===== src/rtl/carfield_reg_apb_demux.sv =====
// Regbus-to-APB3 bridge with a 1:N select demux for the carfield APB peripherals
// (SystemTimer, AdvancedTimer, SystemWdt, CAN, HyperBus). One transaction at a time.
// Optional ACCESS-phase timeout: define CARFIELD_APB_TIMEOUT_EN.
module carfield_reg_apb_demux #(
    parameter int unsigned AddrWidth     = 32,
    parameter int unsigned DataWidth     = 32,
    parameter int unsigned NumApbMst     = 5,
    parameter int unsigned TimeoutCycles = 256
) (
    input  logic                           clk_i,
    input  logic                           rst_ni,
    input  logic                           reg_valid_i,
    input  logic                           reg_write_i,
    input  logic [AddrWidth-1:0]           reg_addr_i,
    input  logic [DataWidth-1:0]           reg_wdata_i,
    input  logic [DataWidth/8-1:0]         reg_wstrb_i,
    output logic                           reg_ready_o,
    output logic [DataWidth-1:0]           reg_rdata_o,
    output logic                           reg_error_o,
    output logic [NumApbMst-1:0]           apb_psel_o,
    output logic                           apb_penable_o,
    output logic                           apb_pwrite_o,
    output logic [AddrWidth-1:0]           apb_paddr_o,
    output logic [DataWidth-1:0]           apb_pwdata_o,
    output logic [DataWidth/8-1:0]         apb_pstrb_o,
    output logic [2:0]                     apb_pprot_o,
    input  logic [NumApbMst*DataWidth-1:0] apb_prdata_i,
    input  logic [NumApbMst-1:0]           apb_pready_i,
    input  logic [NumApbMst-1:0]           apb_pslverr_i
);

    localparam int unsigned StrbWidth  = DataWidth / 8;
    localparam int unsigned IdxWidth   = (NumApbMst > 1) ? $clog2(NumApbMst) : 1;
    localparam int unsigned MapSize    = 5;
    localparam int unsigned MapEntries = (NumApbMst < MapSize) ? NumApbMst : MapSize;

    // Address map indexed by peripheral id: hit iff start <= addr < end.
    localparam logic [31:0] MapStart [MapSize] = '{
        32'h2000_4000, 32'h2000_5000, 32'h2000_7000, 32'h2000_1000, 32'h2000_9000
    };
    localparam logic [31:0] MapEnd [MapSize] = '{
        32'h2000_5000, 32'h2000_6000, 32'h2000_8000, 32'h2000_2000, 32'h2000_A000
    };

    // A timeout shorter than two cycles cannot distinguish a slow target from a dead one.
    if (TimeoutCycles < 2) begin : g_bad_timeout
        $error("TimeoutCycles must be >= 2");
    end

    typedef enum logic [1:0] {
        StIdle,
        StSetup,
        StAccess,
        StDone
    } state_e;

    state_e                 state;
    logic [IdxWidth-1:0]    sel_idx;
    logic                   dec_hit;
    logic [IdxWidth-1:0]    dec_idx;
    logic [DataWidth-1:0]   prdata_slot [NumApbMst];
    logic [DataWidth-1:0]   sel_prdata;
    logic                   sel_pready;
    logic                   sel_pslverr;

`ifdef CARFIELD_APB_TIMEOUT_EN
    localparam int unsigned CntWidth = $clog2(TimeoutCycles + 1);
    logic [CntWidth-1:0]    tmo_cnt;
`endif

    assign apb_pprot_o = 3'b000;

    // Split the flat read-data bus into per-target slots.
    for (genvar g = 0; g < NumApbMst; g++) begin : g_prdata_slot
        assign prdata_slot[g] = apb_prdata_i[g*DataWidth +: DataWidth];
    end

    // Response signals of the latched target only; everyone else is ignored.
    assign sel_prdata  = prdata_slot[sel_idx];
    assign sel_pready  = apb_pready_i[sel_idx];
    assign sel_pslverr = apb_pslverr_i[sel_idx];

    // Address decode; scanning downward lets the lowest index win on overlap.
    always_comb begin
        dec_hit = 1'b0;
        dec_idx = '0;
        for (int i = int'(MapEntries) - 1; i >= 0; i--) begin
            if ((reg_addr_i >= AddrWidth'(MapStart[i])) && (reg_addr_i < AddrWidth'(MapEnd[i]))) begin
                dec_hit = 1'b1;
                dec_idx = IdxWidth'(i);
            end
        end
    end

    // Transaction FSM with registered regbus response and APB request outputs.
    always_ff @(posedge clk_i or negedge rst_ni) begin
        if (!rst_ni) begin
            state         <= StIdle;
            sel_idx       <= '0;
            reg_ready_o   <= 1'b0;
            reg_rdata_o   <= '0;
            reg_error_o   <= 1'b0;
            apb_psel_o    <= '0;
            apb_penable_o <= 1'b0;
            apb_pwrite_o  <= 1'b0;
            apb_paddr_o   <= '0;
            apb_pwdata_o  <= '0;
            apb_pstrb_o   <= '0;
`ifdef CARFIELD_APB_TIMEOUT_EN
            tmo_cnt       <= '0;
`endif
        end else begin
            case (state)
                StIdle: begin
                    if (reg_valid_i) begin
                        if (dec_hit) begin
                            state        <= StSetup;
                            sel_idx      <= dec_idx;
                            apb_psel_o   <= NumApbMst'(1) << dec_idx;
                            apb_pwrite_o <= reg_write_i;
                            apb_paddr_o  <= reg_addr_i;
                            apb_pwdata_o <= reg_wdata_i;
                            apb_pstrb_o  <= reg_write_i ? reg_wstrb_i : StrbWidth'(0);
                        end else begin
                            // Decode miss: answer directly, never touch the APB side.
                            state       <= StDone;
                            reg_ready_o <= 1'b1;
                            reg_error_o <= 1'b1;
                            reg_rdata_o <= '0;
                        end
                    end
                end
                StSetup: begin
                    state         <= StAccess;
                    apb_penable_o <= 1'b1;
`ifdef CARFIELD_APB_TIMEOUT_EN
                    tmo_cnt       <= '0;
`endif
                end
                StAccess: begin
                    if (sel_pready) begin
                        state         <= StDone;
                        apb_psel_o    <= '0;
                        apb_penable_o <= 1'b0;
                        reg_ready_o   <= 1'b1;
                        reg_rdata_o   <= apb_pwrite_o ? DataWidth'(0) : sel_prdata;
                        reg_error_o   <= sel_pslverr;
                    end
`ifdef CARFIELD_APB_TIMEOUT_EN
                    else if (tmo_cnt == CntWidth'(TimeoutCycles - 1)) begin
                        // Counter would reach TimeoutCycles: abandon the target.
                        state         <= StDone;
                        apb_psel_o    <= '0;
                        apb_penable_o <= 1'b0;
                        reg_ready_o   <= 1'b1;
                        reg_rdata_o   <= '0;
                        reg_error_o   <= 1'b1;
                    end else begin
                        tmo_cnt <= tmo_cnt + CntWidth'(1);
                    end
`endif
                end
                StDone: begin
                    state       <= StIdle;
                    reg_ready_o <= 1'b0;
                    reg_rdata_o <= '0;
                    reg_error_o <= 1'b0;
                end
                default: begin
                    state <= StIdle;
                end
            endcase
        end
    end

endmodule


===== config.mk =====
export PLATFORM = sky130hd
export DESIGN_NAME = carfield_reg_apb_demux
export DESIGN_NICKNAME = d
export VERILOG_FILES = /design/src/rtl/carfield_reg_apb_demux.sv
export SDC_FILE = /design/constraint.sdc
export NUM_CORES = 1
export LEC_CHECK = 0
export CORE_AREA = 2 2 139 141
export CTS_BUF_LIST = sky130_fd_sc_hd__clkbuf_4
export DETAILED_ROUTE_END_ITERATION = 8
export DIE_AREA = 0 0 141 143
export PLACE_DENSITY = 0.69
export SLEW_MARGIN = 20
export SYNTH_ARGS = -nofsm -noshare
export SYNTH_HDL_FRONTEND = slang
export SYNTH_SLANG_ARGS = --single-unit

===== constraint.sdc =====
create_clock -name clk_i -period 3.8 [get_ports clk_i]
set_input_delay 0.57 -clock clk_i [delete_from_list [all_inputs] [get_ports clk_i]]
set_output_delay 0.57 -clock clk_i [all_outputs]
set_load 0.01 [all_outputs]

==> flow_metrics.tcl, run 1 <==
set metrics [dict create \
    drt-initial-drc-count 186 \
    synth_edf_count 0 \
    crit_required_ns 4.19 \
    endpoint_kind "flop" \
    synth.distinct_cells 48 \
    finalNetCount 1015 \
    core_um2 18600 \
    worst_slew_pin_slew_ns 0.657 \
    rows 50 \
    synth_async_sr_flop_share_pct 100 \
    cts_root_buffer "clkbuf_4" \
    grt_util_all_layers_pct 18.9 \
    internal-power_uw 2760 \
    crit_chain "clkdlybuf4s50_1 -> nor4_1 -> and4_1 -> nand4_4 -> buf_4 -> mux2_2" \
    status "complete, no violations" \
    route.antenna.remaining_nets 0 \
    endpoint "apb_pwdata_o[30]" \
    cp-startpoint "reg_addr_i[26]" \
    clkSinkCount 114 \
    layout_commonest_cell "clkdlybuf4s50_1" \
    max_stage_delay_ns 0.48 \
    reg2reg_slack_ns 1.33 \
    critPathSlowestCell "nand4_4" \
    setup_tns_ns 0 \
    clk_path_buf_depth 2 \
    clk_pin_slew_worst_paths_ns 0.11 \
    holdWs_ns 0.496 \
    period_needed_ns 2.56 \
    die_x_um 141 \
    setup_viol 0 \
    first_pass_iters 4 \
    ir_drop_mv 0.247 \
    via_count 4954 \
    yosysSeqAreaShare_pct 49.0 \
    hold_violations 0 \
    cts_tree "yes" \
    netlist_instances 422 \
    hold_class "flop to flop" \
    cts_made_buffers 17 \
    powerDensity_nw_per_um2 412 \
    grt_pass1_vias 5449 \
    htreeDepth 4 \
    reg2reg_from "sel_idx[0]" \
    die_h_um 143 \
    rr_worst_depth 5 \
    antenna_found_initial 0 \
    avgSynthCellArea_um2 13.8 \
    cts_resized 0 \
    grt-ovfl-total 0 \
    ys_warn_count 0 \
    combPwrFrac_pct 41.8 \
    syn2layout_area_growth_pct 67.6 \
    cts_hold_buf 1 \
    port_buffers 350 \
    drv_cap 0 \
    timing.rr.end "reg_rdata_o[3]" \
    swShare_pct 31.3 \
    die_area_um2 20200 \
    seq_power_share_pct 38.3 \
    switching_power_uw 1260 \
    drive_above_1_share_pct 20.8 \
    finalCritPeriodShare_pct 67.2 \
    max_freq_mhz 391 \
    dp_hpwl_um 14700 \
    final_cell_mix "clkdlybuf4s50_1, dfrtp_1, mux2_2, nor2_1, mux4_2" \
    relSlewSlack_pct 56.2 \
    via_per_inst 4.88 \
    drcViolationCount 0 \
    grt_pass1_wl_um 29500 \
    instances_no_fill 1016 \
    holdPathStages 1 \
    synth_flop_cell "dfrtp_1" \
    crit_type "input pin to flop" \
    start_util_pct 31.3 \
    leakage_uw 0.00423 \
    dpl.cell_count 983 \
    wirelength_um 19100 \
    wl_per_cell_um 18.8 \
    ys_ff_latch 114 \
    insertion_delay_ns 0.51 \
    crit_arrival_ns 2.95 \
    post_cts_buffers 0 \
    syn_area_um2 5820 \
    place.gp.congestion 0.881 \
    io_pins 354 \
    clock_skew_ns 0.0171 \
    antenna_cells 0 \
    crit_path_max_fanout 37 \
    crit_path_start_kind "input pin" \
    pwr-share-clk_pct 19.9 \
    drv_slew 0 \
    grt_max_degree 42 \
    rsz0062_at_grt "no" \
]
layout make-up:
type                       instances  area, um2
fill                            1565       8830
clock buffer                      18        135
tap                              234        293
clock inverter                    14        116
inverter                           7       26.3
sequential                       114       2850
multi-input combinational        269       2750
timing repair buffer             360       3580
metrics by stage:
step	area, um2	utilization [%]	total power [uW]	setup slack, ns
floorplan	5830	-	2500	1.75
global placement	9480	51.0	3220	0.679
detailed placement	9480	51.0	3260	0.635
CTS	9740	52.4	4080	0.986
global route	9750	52.5	4250	1.06
finish	9750	52.5	4020	1.24
routing by layer:
metal	GRT usage (%)	share of wire [%]	wire, um	up-vias
met3	7.71	9.3	1780	19
met5	0	0	0	-
li1	-	-	-	2249
met4	5.63	1.8	344	0
met1	21.6	38	7310	2468
met2	32.8	51	9670	218
power by group through the flow:
stage / logic (uW) / clock network, uW / registers (uW)
CTS: 1710 / 837 / 1540
detailed placement: 1700 / 0 / 1560
floorplan: 870 / 0 / 1630
finish: 1680 / 800 / 1540
global route: 1790 / 897 / 1560
global placement: 1660 / 0 / 1560
critical path, delay by kind of cell:
| family | cells | cell delay (ns) |
|---|---|---|
| mux | 1 | 0.31 |
| simple gates | 3 | 1.19 |
| buf+inv | 2 | 0.84 |
synth_stat cells (3+ instances only):
cell type / number / area [um2]
ha_1: 4 / 50.1
nand2_1: 16 / 60.1
buf_12: 3 / 60.1
nor2_1: 34 / 128
o2bb2ai_1: 3 / 26.3
buf_4: 4 / 30.0
mux2i_1: 3 / 30.0
dfrtp_1: 114 / 2850
nor4_1: 3 / 18.8
o21ai_0: 5 / 25.0
mux2_2: 52 / 586
a22oi_1: 32 / 240
clkbuf_1: 13 / 48.8
a22o_1: 3 / 26.3
and2_1: 15 / 93.8
inv_1: 6 / 22.5
o21ai_1: 4 / 20.0
nand2b_1: 5 / 31.3
buf_2: 10 / 50.1
mux4_2: 33 / 743
mux2_4: 29 / 435
state kept, by name, summed over array words and instances, names as in the netlist:
| signal | count |
|---|---|
| apb_paddr_o | 32 |
| apb_pwdata_o | 32 |
| reg_rdata_o | 32 |
| apb_psel_o | 5 |
| apb_pstrb_o | 4 |
| sel_idx | 3 |
| state | 2 |
| apb_penable_o | 1 |
| apb_pwrite_o | 1 |
| reg_error_o | 1 |
| reg_ready_o | 1 |
kinds of logic after synthesis:
family / after synthesis / share of synthesized area [%]
muxes: 117 / 30.8
AOI/OAI and AO/OA: 58 / 7.38
DFF: 114 / 49.0
other: 1 / 0.0645
adders and majority gates: 4 / 0.860
buffers and inverters: 41 / 4.28
and+or+nand+nor: 87 / 7.55
worst min-delay path by stage:
stage / startpoint / end / slack [ns]
2_1_floorplan: rst_ni / apb_paddr_o[0] / 0.27
3_3_place_gp: apb_paddr_o[29] / apb_paddr_o[29] / 0.45
3_5_place_dp: apb_paddr_o[29] / apb_paddr_o[29] / 0.47
4_1_cts: apb_paddr_o[29] / apb_paddr_o[29] / 0.50
5_1_grt: apb_paddr_o[27] / apb_paddr_o[27] / 0.52
6_report: apb_paddr_o[29] / apb_paddr_o[29] / 0.50
Note: power is estimated with default switching activity, not from simulation.
==> run 2, diff against run 1 <==
CORE_AREA = 2 2 136 138   (was 2 2 139 141)
DIE_AREA = 0 0 138 140   (was 0 0 141 143)
PLACE_DENSITY = 0.75   (was 0.69)
clock period = 2.32 ns   (was 3.8 ns; I/O delays follow)
==> run 2 against run 1 <==
Sequential share of layout area down 0.55 points. Clock skew up 0.00087 ns. Largest cell class unchanged. Setup slack worse by 1.1 ns. Final cell count up 0.59%. Register-to-register slack worse by 1.2 ns. Worst hold slack worse by 0.19 ns. Via count up 0.46%. Non-clock buffer count up 12. Sequential power up 63%. Wire length down 1.0%. Highest routed layer unchanged. Critical path depth up 1. Clock power up 95%.
==> flow_metrics.tcl, run 2 (same netlist as run 1, synthesis figures left out) <==
set metrics [dict create \
    crit_type "flop to flop" \
    antenna_found_initial 0 \
    drv_slew 0 \
    die_area_um2 19300 \
    die_h_um 140 \
    route.antenna.remaining_nets 0 \
    ir_drop_mv 0.410 \
    antenna_cells 0 \
    cts_root_buffer "clkbuf_4" \
    die_x_um 138 \
    critPathSlowestCell "dfrtp_1" \
    rows 49 \
    setup_tns_ns 0 \
    reg2reg_slack_ns 0.15 \
    first_pass_iters 4 \
    clkSinkCount 114 \
    setup_slack_ns 0.146 \
    final_cell_mix "clkdlybuf4s50_1, dfrtp_1, mux2_2, nor2_1, mux4_2" \
    crit_chain "inv_2 -> buf_4 -> nand2_1 -> o221ai_2 -> and3_2 -> buf_12 -> mux2_2" \
    highest_layer "met4" \
    clk_pin_slew_worst_paths_ns 0.10 \
    crit_arrival_ns 2.58 \
    grt_pass1_wl_um 30300 \
    grt_max_degree 73 \
    holdWs_ns 0.309 \
    crit_path_start_kind "flop" \
    worst_slew_pin_slew_ns 0.752 \
    hold_class "input pin to async pin" \
    drive_above_1_share_pct 22.2 \
    clk_path_buf_depth 2 \
    clock_skew_ns 0.0180 \
    fill_cells 1512 \
    rsz0062_at_grt "no" \
    place.gp.congestion 0.974 \
    htreeDepth 4 \
    drcViolationCount 0 \
    grt_util_all_layers_pct 19.8 \
    utilization_pct 55.9 \
    crit_path_max_fanout 34 \
    period_needed_ns 2.17 \
    finalNetCount 1027 \
    dr_wl_met2_um 9230 \
    relSlewSlack_pct 49.7 \
    post_cts_buffers 0 \
    grt_pass1_vias 5618 \
    drt-initial-drc-count 222 \
    endpoint_kind "flop" \
    m1WireLength_um 7470 \
    cts_tree "yes" \
    top_regs "apb_paddr_o: 32 flops, apb_pwdata_o: 32 flops, reg_rdata_o: 32 flops" \
    syn2layout_area_growth_pct 70.8 \
    max_freq_mhz 460 \
    via_per_inst 4.87 \
    status "complete, no violations" \
    crit_required_ns 2.73 \
    dr_wl_met3_um 1650 \
    grt-ovfl-total 0 \
    leakage_uw 0.00433 \
    dp_hpwl_um 14600 \
    cts_made_buffers 17 \
    io_pins 354 \
    drv_cap 0 \
    via_count 4977 \
    layout_commonest_cell "clkdlybuf4s50_1" \
    wirelength_um 18900 \
    finalCritPeriodShare_pct 93.7 \
    setup_viol 0 \
    port_buffers 350 \
    instances_no_fill 1022 \
    dpl.cell_count 990 \
    hold_violations 0 \
    powerDensity_nw_per_um2 692 \
    core_um2 17800 \
    insertion_delay_ns 0.53 \
    max_stage_delay_ns 0.42 \
    start_util_pct 32.7 \
    wl_per_cell_um 18.5 \
    post-place-ws_ns -0.0330 \
]
## run 2: layout make-up
type                       instances  area [um2]  share of cell area [%]
timing repair buffer             372        3720                    37.5
sequential                       114        2850                    28.7
multi-input combinational        269        2750                    27.6
tap                              229         287                    2.88
clock inverter                    12         160                    1.61
clock buffer                      19         143                    1.44
inverter                           7        26.3                   0.264
## run 2: per-stage QoR
stage	power, uW	cell area [um2]
2_1_floorplan	4100	5830
3_3_place_gp	5300	9610
3_5_place_dp	5360	9610
4_1_cts	6960	9930
5_1_grt	7290	9940
6_report	6880	9940
## run 2: report_power, final
group	total (uW)	switching [uW]	leakage, uW	internal [uW]
sequential	2510	194	0.00155	2320
clock	1560	790	0.000151	770
combinational	2810	1090	0.00262	1710
## run 2: timing repair
| action | in CTS | in global routing |
|---|---|---|
| endpoints found under the setup margin | 0 | 1 |
| resized for setup | 0 | 1 |
| hold buffers | 1 | 0 |
| hold endpoints to repair | 31 | 0 |
## run 2: worst paths after layout
path | startpoint | endpoint | cells after the start
min in group clk_i | reg_wstrb_i[2] | apb_pstrb_o[2] | 3
setup reg to reg | sel_idx[2] | reg_rdata_o[31] | 7
hold reg to reg | apb_paddr_o[29] | apb_paddr_o[29] | 1
max in group asynchronous | rst_ni | reg_rdata_o[14] | 3
hold / removal | rst_ni | reg_rdata_o[6] | 2
setup / recovery | sel_idx[2] | reg_rdata_o[31] | 7
## run 2: routing by layer
metal  vias to the layer above  global-route usage (%)
met4                         0                    7.79
met2                       246                    32.7
met1                      2411                    23.3
met3                        39                    7.79
met5                         -                       0
li1                       2281                       -
## run 2: critical path, delay by kind of cell, from the launching register on
| family | cells | cell delay (ns) |
|---|---|---|
| AND/OR/NAND/NOR | 2 | 0.35 |
| AO/OA/AOI/OAI | 1 | 0.21 |
| flip-flops | 1 | 0.42 |
| multiplexers | 1 | 0.37 |
| buffers and inverters | 3 | 0.67 |
==> run 3, diff against run 2 <==
CORE_AREA = 2 2 139 141   (was 2 2 136 138)
DIE_AREA = 0 0 141 143   (was 0 0 138 140)
DONT_BUFFER_PORTS = 1   (was not set)
PLACE_DENSITY = not set   (was 0.75)
==> run 3 against run 2 <==
Largest cell class is now registers. Highest routed layer is now met5. Combinational power decreased by 42%. First-iteration DRC count decreased by 27%. Wire length fell by 13%. Register-to-register slack gained 0.13 ns. Non-clock buffer count shrank 311. The run now ends with negative hold slack left. Largest power group is now sequential cells. Clock skew is 0.00066 ns lower. Clock power fell by 4%. Clock-buffer cell count fell by 1.
==> flow_metrics.tcl, run 3 (same netlist as run 1, synthesis figures left out) <==
set metrics [dict create \
    grt_pass1_wl_um 23500 \
    post-place-ws_ns 0.264 \
    htreeDepth 4 \
    syn2layout_area_growth_pct 17.8 \
    core_um2 18600 \
    start_util_pct 31.3 \
    finalCritPeriodShare_pct 88.2 \
    violations "negative hold slack" \
    io_pins 354 \
    powerDensity_nw_per_um2 859 \
    insertion_delay_ns 0.51 \
    drv_slew 0 \
    grt_util_all_layers_pct 15.4 \
    cts_tree "yes" \
    holdWs_ns -0.497 \
    drv_cap 0 \
    cts_made_buffers 17 \
    ir_drop_mv 0.494 \
    crit_path_start_kind "flop" \
    via_per_inst 5.42 \
    crit_arrival_ns 2.44 \
    layout_commonest_cell "dfrtp_1" \
    instances_no_fill 722 \
    port_buffers 0 \
    cp-startpoint "sel_idx[2]" \
    wl_per_cell_um 22.7 \
    cts_root_buffer "clkbuf_4" \
    die_h_um 143 \
    dp_hpwl_um 11500 \
    via_count 3916 \
    reg2reg_from "sel_idx[2]" \
    period_needed_ns 2.05 \
    final_cell_mix "dfrtp_1, dlygate4sd3_1, mux2_2, nor2_1, mux4_2" \
    finalNetCount 716 \
    clock_skew_ns 0.0173 \
    rows 50 \
    rr_worst_depth 6 \
    place.gp.congestion 0.754 \
    post_cts_buffers 0 \
    grt-ovfl-total 0 \
    first_pass_iters 4 \
    crit_required_ns 2.72 \
    grt_max_degree 115 \
    endpoint_kind "flop" \
    drt-initial-drc-count 163 \
    clkSinkCount 114 \
    drive_above_1_share_pct 33.7 \
    antenna_found_initial 6 \
    placed_area_um2 6030 \
    route.antenna.remaining_nets 0 \
    dpl.cell_count 632 \
    cts_resized 0 \
    clk_pin_slew_worst_paths_ns 0.13 \
    drcViolationCount 0 \
    die_x_um 141 \
    die_area_um2 20200 \
    cts_hold_buf 53 \
    status "finished with violations" \
    wirelength_um 16400 \
    setup_tns_ns 0 \
    max_freq_mhz 489 \
    rsz0062_at_grt "no" \
    setup_viol 0 \
    design_area_um2 6860 \
    crit_type "flop to flop" \
    leakage_uw 0.00317 \
    crit_path_max_fanout 34 \
    top_regs "apb_paddr_o: 32 flops, apb_pwdata_o: 32 flops, reg_rdata_o: 32 flops" \
    grt_pass1_vias 4291 \
    hold_class "input pin to async pin" \
    clk_path_buf_depth 2 \
    hold_violations 114 \
    setup_slack_ns 0.275 \
]
-- run 3: cell count changes in the layout (fill, tap and decap cells not counted), moves of 2 or more --
cell,previous run,this run
inv_8,0,2
dlygate4sd3_1,1,53
bufinv_16,3,1
diode_2,0,5
buf_4,17,3
clkinvlp_4,4,1
clkdlybuf4s50_1,349,0
inv_6,1,6
-- run 3: metal layers --
metal  up-vias  GRT usage, %  wire, um
li1       1662             -         -
met4         2          7.79       432
met3        29          6.20      1730
met1      1936          16.7      6020
met5         -             0        17
met2       287          26.1      8230
-- run 3: final timing paths --
| path | end | slack [ns] |
|---|---|---|
| min in group clk_i | apb_psel_o[0] | 0.08 |
| max in group asynchronous | apb_psel_o[0] | 2.67 |
| setup / recovery | reg_rdata_o[31] | 0.27 |
| setup reg to reg | reg_rdata_o[31] | 0.27 |
| hold / removal | apb_paddr_o[1] | -0.50 |
| hold reg to reg | apb_paddr_o[29] | 0.56 |
-- run 3: area by class of cell --
cell class / count / area [um2]
Antenna cell: 5 / 12.5
Clock buffer: 18 / 135
Clock inverter: 14 / 144
Fill cell: 1747 / 11700
Inverter: 7 / 26.3
Multi-Input combinational cell: 269 / 2740
Sequential cell: 114 / 2850
Tap cell: 234 / 293
Timing Repair Buffer: 61 / 653
-- run 3: stage by stage --
| step | util, % | hold slack (ns) | power [uW] |
|---|---|---|---|
| floorplan | - | 0.0524 | 4100 |
| global placement | 32.5 | 0.0557 | 4270 |
| CTS | 36.8 | -0.570 | 5980 |
| global route | 36.9 | -0.581 | 6210 |
| finish | 36.9 | -0.497 | 5890 |
| detailed placement | 32.5 | 0.0550 | 4350 |
-- run 3: where the power goes --
group          internal, uW  leakage [uW]  total (uW)  switching, uW
Combinational           910       0.00146        1620            711
Clock                   581      0.000153        1500            923
Sequential             2320       0.00155        2760            444
-- run 3: critical path, stage by stage (launching register included) --
cell and delay (ns):
dfrtp_1 0.45, mux2i_1 0.14, o21a_1 0.19, o221ai_2 0.23
and3_2 0.25, buf_12 0.25, mux2_2 0.37
